===== src/rtl/jk_excitation_driver_if.sv =====
// Pattern handshake, flip-flop feedback and status bundle for jk_excitation_driver.
// The master side is the environment: it offers patterns and returns the external Q.
interface jk_excitation_driver_if #(
    parameter int N = 8
);
    logic [N-1:0] pat;
    logic         pat_valid;
    logic         pat_ready;
    logic         qfb;
    logic         j;
    logic         k;
    logic         busy;
    logic         done;
    logic         err;
    logic [3:0]   errcnt;

    modport master (
        output pat, pat_valid, qfb,
        input  pat_ready, j, k, busy, done, err, errcnt
    );

    modport slave (
        input  pat, pat_valid, qfb,
        output pat_ready, j, k, busy, done, err, errcnt
    );
endinterface


===== src/rtl/jk_excitation_driver.sv =====
// Drives an external JK flip-flop through an N-bit target Q sequence (bit 0 first).
// Each bit takes a DRIVE cycle (J/K chosen from the live Q feedback) followed by a
// CHECK cycle that compares the settled Q against the target and counts mismatches.
module jk_excitation_driver #(
    parameter int N           = 8,
    parameter bit TOGGLE_MODE = 1'b0
) (
    input  logic                   clk,
    input  logic                   reset,
    jk_excitation_driver_if.slave  bus
);
    localparam int IW = $clog2(N);

    typedef enum logic [1:0] {IDLE, DRIVE, CHECK, FIN} state_t;

    state_t         state;
    state_t         state_nxt;
    logic [N-1:0]   shreg;
    logic [IW-1:0]  idx;
    logic           err_q;
    logic [3:0]     errcnt_q;

    logic           tgt;
    logic           mism;
    logic           accept;
    logic           last;
    logic           pat_ready_c;
    logic           busy_c;
    logic           done_c;
    logic           j_c;
    logic           k_c;

    // Mismatch counter stops at 15 rather than wrapping.
    function automatic logic [3:0] sat_inc(input logic [3:0] v);
        return (v == 4'd15) ? v : v + 4'd1;
    endfunction

    assign tgt    = shreg[0];
    assign mism   = (bus.qfb != tgt);
    assign accept = (state == IDLE) && bus.pat_valid;
    assign last   = (idx == IW'(N - 1));

    // State register; reset wins over any pattern offered at the same edge.
    always_ff @(posedge clk) begin
        if (reset) begin
            state <= IDLE;
        end else begin
            state <= state_nxt;
        end
    end

    // Next-state and per-state outputs; J/K follow Q combinationally only in DRIVE.
    always_comb begin
        state_nxt   = state;
        pat_ready_c = 1'b0;
        busy_c      = 1'b0;
        done_c      = 1'b0;
        j_c         = 1'b0;
        k_c         = 1'b0;
        case (state)
            IDLE: begin
                pat_ready_c = 1'b1;
                if (bus.pat_valid) begin
                    state_nxt = DRIVE;
                end
            end
            DRIVE: begin
                busy_c = 1'b1;
                if (mism) begin
                    if (TOGGLE_MODE) begin
                        j_c = 1'b1;
                        k_c = 1'b1;
                    end else begin
                        j_c = tgt;
                        k_c = ~tgt;
                    end
                end
                state_nxt = CHECK;
            end
            CHECK: begin
                busy_c    = 1'b1;
                state_nxt = last ? FIN : DRIVE;
            end
            FIN: begin
                done_c    = 1'b1;
                state_nxt = IDLE;
            end
            default: begin
                state_nxt = IDLE;
            end
        endcase
    end

    // Pattern shift register: loaded on accept, advanced as each CHECK completes.
    always_ff @(posedge clk) begin
        if (accept) begin
            shreg <= bus.pat;
        end else if (state == CHECK) begin
            shreg <= shreg >> 1;
        end
    end

    // Bit index and error status; status is held after FIN until the next accept.
    always_ff @(posedge clk) begin
        if (reset) begin
            idx      <= '0;
            err_q    <= 1'b0;
            errcnt_q <= 4'd0;
        end else if (accept) begin
            idx      <= '0;
            err_q    <= 1'b0;
            errcnt_q <= 4'd0;
        end else if (state == CHECK) begin
            if (mism) begin
                err_q    <= 1'b1;
                errcnt_q <= sat_inc(errcnt_q);
            end
            if (!last) begin
                idx <= idx + IW'(1);
            end
        end
    end

    assign bus.pat_ready = pat_ready_c;
    assign bus.busy      = busy_c;
    assign bus.done      = done_c;
    assign bus.j         = j_c;
    assign bus.k         = k_c;
    assign bus.err       = err_q;
    assign bus.errcnt    = errcnt_q;
endmodule


===== src/flat_wrapper.sv =====
// flat-port wrapper written by rule: the top's interface ports become plain ports
module jk_excitation_driver_flat 
#(
    parameter int N           = 8,
    parameter bit TOGGLE_MODE = 1'b0
)
  (clk, reset, bus_pat, bus_pat_valid, bus_qfb, bus_pat_ready, bus_j, bus_k, bus_busy, bus_done, bus_err, bus_errcnt);
  jk_excitation_driver_if #(.N(N)) bus_i ();
  input  logic clk;
  input  logic reset;
  input wire logic [$bits(bus_i.pat)-1:0] bus_pat;
  input wire logic [$bits(bus_i.pat_valid)-1:0] bus_pat_valid;
  input wire logic [$bits(bus_i.qfb)-1:0] bus_qfb;
  output wire logic [$bits(bus_i.pat_ready)-1:0] bus_pat_ready;
  output wire logic [$bits(bus_i.j)-1:0] bus_j;
  output wire logic [$bits(bus_i.k)-1:0] bus_k;
  output wire logic [$bits(bus_i.busy)-1:0] bus_busy;
  output wire logic [$bits(bus_i.done)-1:0] bus_done;
  output wire logic [$bits(bus_i.err)-1:0] bus_err;
  output wire logic [$bits(bus_i.errcnt)-1:0] bus_errcnt;
  assign bus_i.pat = bus_pat;
  assign bus_i.pat_valid = bus_pat_valid;
  assign bus_i.qfb = bus_qfb;
  assign bus_pat_ready = bus_i.pat_ready;
  assign bus_j = bus_i.j;
  assign bus_k = bus_i.k;
  assign bus_busy = bus_i.busy;
  assign bus_done = bus_i.done;
  assign bus_err = bus_i.err;
  assign bus_errcnt = bus_i.errcnt;
  jk_excitation_driver #(.N(N), .TOGGLE_MODE(TOGGLE_MODE)) u_core (.clk(clk), .reset(reset), .bus(bus_i));
endmodule

===== config.mk =====
export PLATFORM = sky130hd
export DESIGN_NAME = jk_excitation_driver_flat
export DESIGN_NICKNAME = d
export VERILOG_FILES = /design/src/rtl/jk_excitation_driver_if.sv /design/src/rtl/jk_excitation_driver.sv /design/src/flat_wrapper.sv
export SDC_FILE = /design/constraint.sdc
export NUM_CORES = 1
export LEC_CHECK = 0
export CAP_MARGIN = 40
export CELL_PAD_IN_SITES_DETAIL_PLACEMENT = 0
export CELL_PAD_IN_SITES_GLOBAL_PLACEMENT = 1
export CORE_MARGIN = 2
export CORE_UTILIZATION = 39
export CTS_BUF_LIST = sky130_fd_sc_hd__clkbuf_8
export DETAILED_ROUTE_END_ITERATION = 7
export GPL_ROUTABILITY_DRIVEN = 0
export PLACE_DENSITY_LB_ADDON = 0.1
export SETUP_SLACK_MARGIN = 0.4
export SLEW_MARGIN = 10
export SYNTH_ARGS = -nofsm -noshare
export SYNTH_HDL_FRONTEND = slang
export SYNTH_SLANG_ARGS = --single-unit
export TNS_END_PERCENT = 50

===== constraint.sdc =====
create_clock -name clk -period 1.7 [get_ports clk]
set_input_delay 0.17 -clock clk [delete_from_list [all_inputs] [get_ports clk]]
set_output_delay 0.17 -clock clk [all_outputs]
set_load 0.05 [all_outputs]

==> impl_metrics.py <==
metrics = {
    "run_status": {
        "status": "complete, no violations",
    },
    "synth": {
        "synth_top_area_cell": "edfxtp_1",
        "synth_top_area_share": 0.266,
        "async_flop_share": 0,
        "synthTopCellsByArea": "edfxtp_1 (27%), dfxtp_1 (22%), ha_1 (14%)",
        "yosys_warnings": 0,
        "yosys-top-cells-count": "dfxtp_1 (10), ha_1 (10), edfxtp_1 (8)",
        "netlist_instances": 80,
        "synth.distinct_cells": 26,
        "syn-num-nets": 102,
        "syn_area_sq_um": 903,
        "syn_avg_cell_area_sq_um": 11.3,
        "synth_top_flop_cell": "dfxtp_1",
        "synth_edf_count": 8,
        "ys_seq_elements": 18,
        "ys_seq_area_frac": 0.488,
    },
    "timing": {
        "tns_ns": 0,
        "fin_crit_sh": 0.798,
        "setup_viol": 0,
        "tightest_slew_ns": 0.490,
        "rsz0062_at_grt": "yes",
        "fmax_mhz": 737,
        "finalCriticalPeriod_ns": 1.36,
        "relSlewSlack": 0.674,
        "slew_violations": 0,
        "worst_clock_skew_ns": 0.00277,
        "hold_viol": 0,
    },
    "floorplan": {
        "start_util": 0.412,
        "die_area_sq_mm": 0.00272,
        "dieWidth_um": 52.1,
        "core_sq_mm": 0.00219,
        "die_y_um": 52.1,
        "num_io_pins": 22,
        "fp-row-count": 17,
    },
    "finish": {
        "final_cell_area_sq_mm": 0.00138,
        "multi_input_area_sq_um": 588,
        "area_growth_pct": 53.0,
        "fin_nets": 130,
        "drive_above_1_share": 0.411,
        "fill_cells": 186,
        "antenna-diode-count": 0,
        "seqCellArea_sq_um": 455,
    },
    "critical_path": {
        "crit_required_ns": 1.87,
        "cp_max_fo": 3,
        "cp-start-kind": "flip-flop",
        "critPathMaxStageDelay_ns": 0.43,
        "crit_chain": "ha_4 > and2b_2 > a41oi_2 > a211oi_1",
        "crit_type": "flip-flop to flip-flop",
        "critPathCaptureType": "flip-flop",
        "slowest_stage": "edfxtp_1",
        "worstPathArrival_ns": 1.52,
    },
    "route": {
        "final_antenna_net_count": 0,
        "drt_pre_antenna_iters": 4,
        "wl_per_cell_um": 13.2,
        "viasPerCell": 5.11,
        "drc": 0,
        "vias": 690,
        "routed_wl_um": 1790,
        "drtIter0Drc": 1,
    },
    "pwr": {
        "leakagePower_nw": 0.544,
        "power_density_mw_per_mm2": 943,
        "vdd_drop_max_mv": 0.548,
    },
    "clock_network": {
        "cts_sinks": 18,
        "cts_tree": "built",
        "cts_buffer_depth": 2,
        "cts.clk_slew.worst_paths_ns": 0.07,
        "cts_max_level": 1,
        "clock-root-buffer": "clkbuf_8",
        "numCtsBuffers": 3,
        "clock_latency_ns": 0.25,
    },
    "grt": {
        "antenna_found_initial": 0,
        "gr-total-overflow": 0,
        "grt_pass1_wl_um": 2700,
        "grt_use_total": 0.136,
        "grt_max_degree": 11,
        "first_global_vias": 623,
    },
    "placement": {
        "place_area_sq_mm": 0.00121,
        "dp_hpwl_um": 1230,
        "port_buffers": 21,
    },
    "run": {
        "maxCapViolCount": 0,
    },
    "worst_hold_path": {
        "worstHoldPathType": "flip-flop to flip-flop",
    },
}
## registers in the layout, summed over array words and instances (netlist names)
| name | cells |
|---|---|
| u_core.state | 2 |
| u_core.bus.errcnt | 4 |
| u_core.shreg | 8 |
| u_core.bus.err | 1 |
| u_core.idx | 3 |
## stage by stage
stage | total power, mW | instances | setup slack (ns) | util | hold WS (ns)
6_report | 1.30 | 135 | 0.344 | 0.631 | 0.470
3_5_place_dp | 0.935 | 130 | -0.0590 | 0.551 | 0.462
4_1_cts | 1.28 | 135 | 0.295 | 0.608 | 0.481
3_3_place_gp | 0.930 | 130 | 0.00529 | 0.551 | 0.455
5_1_grt | 1.37 | 135 | 0.280 | 0.631 | 0.514
2_1_floorplan | 0.811 | 80 | 0.365 | - | 0.232
## metal layers
layer  vias up  GRT usage  wire length [um]  share of wire
met4         0     0.0598                20          0.011
met2        14      0.232               888           0.50
met3         4     0.0316                80          0.045
met5         -          0                 0              0
met1       332      0.163               798           0.45
li1        340          -                 -              -
## final timing paths
check | startpoint | to | slack (ns) | depth (start not counted)
worst min register to register | u_core.bus.err$_SDFFE_PP0P_ | u_core.bus.err$_SDFFE_PP0P_ | 0.47 | 2
worst max-delay path | u_core.shreg[0]$_DFFE_PP_ | u_core.bus.errcnt[3]$_SDFFE_PP0P_ | 0.34 | 4
worst max register to register | u_core.shreg[0]$_DFFE_PP_ | u_core.bus.errcnt[3]$_SDFFE_PP0P_ | 0.34 | 4
worst min-delay path | u_core.bus.err$_SDFFE_PP0P_ | u_core.bus.err$_SDFFE_PP0P_ | 0.47 | 2
## final cells by class
cell class,instances,share of cell area
sequential,18,0.329
tap,28,0.0253
clock buffer,3,0.0299
multi-input combinational,58,0.425
timing repair buffer,23,0.171
clock inverter,1,0.00271
inverter,4,0.0163
## cells in the final DEF, fill, tap and decap left out, types with 2 or more instances in the layout
cell type        Yosys  final
a211oi_1             2      2
a21o_1               2      2
a21oi_1              4      2
a21oi_2              0      2
and2_4               0      2
and3_1               2      2
buf_12               0      2
buf_4                0      6
clkbuf_8             0      3
clkdlybuf4s50_1      0     10
dfxtp_1             10      6
dfxtp_4              0      4
dlygate4sd2_1        0      3
edfxtp_1             8      8
ha_1                10      3
ha_2                 0      2
ha_4                 0      5
mux2_2               7      2
mux2_4               0      5
mux2i_1              2      2
nand2_1              4      3
nand3_1              2      2
nor2_1               7      7
nor3_1               3      2
## power by group
| group | switching (mW) | internal [mW] |
|---|---|---|
| clock | 0.136 | 0.160 |
| sequential | 0.0305 | 0.520 |
| combinational | 0.226 | 0.231 |
| total | 0.393 | 0.911 |
## critical path, delay by kind of cell (launching register included)
kind / cells / cell delay (ns)
AOI/OAI and AO/OA: 2 / 0.34
adders and majority gates: 1 / 0.24
DFF: 1 / 0.43
and+or+nand+nor: 1 / 0.26
## timing repair
item,CTS,global route
resized for setup,20,13
buffers inserted,1,0
hold buffers,0,0
pin swaps,4,2
endpoints found under the setup margin,27,19
## cell families after synthesis
group,share of synthesized area
AOI/OAI and AO/OA,0.0969
xor gates and xnor gates,0.00970
adders and majority gates,0.139
buffers and inverters,0.0166
DFF,0.488
muxes,0.109
and+or+nand+nor,0.141
Note: power is estimated with default switching activity, not from simulation.
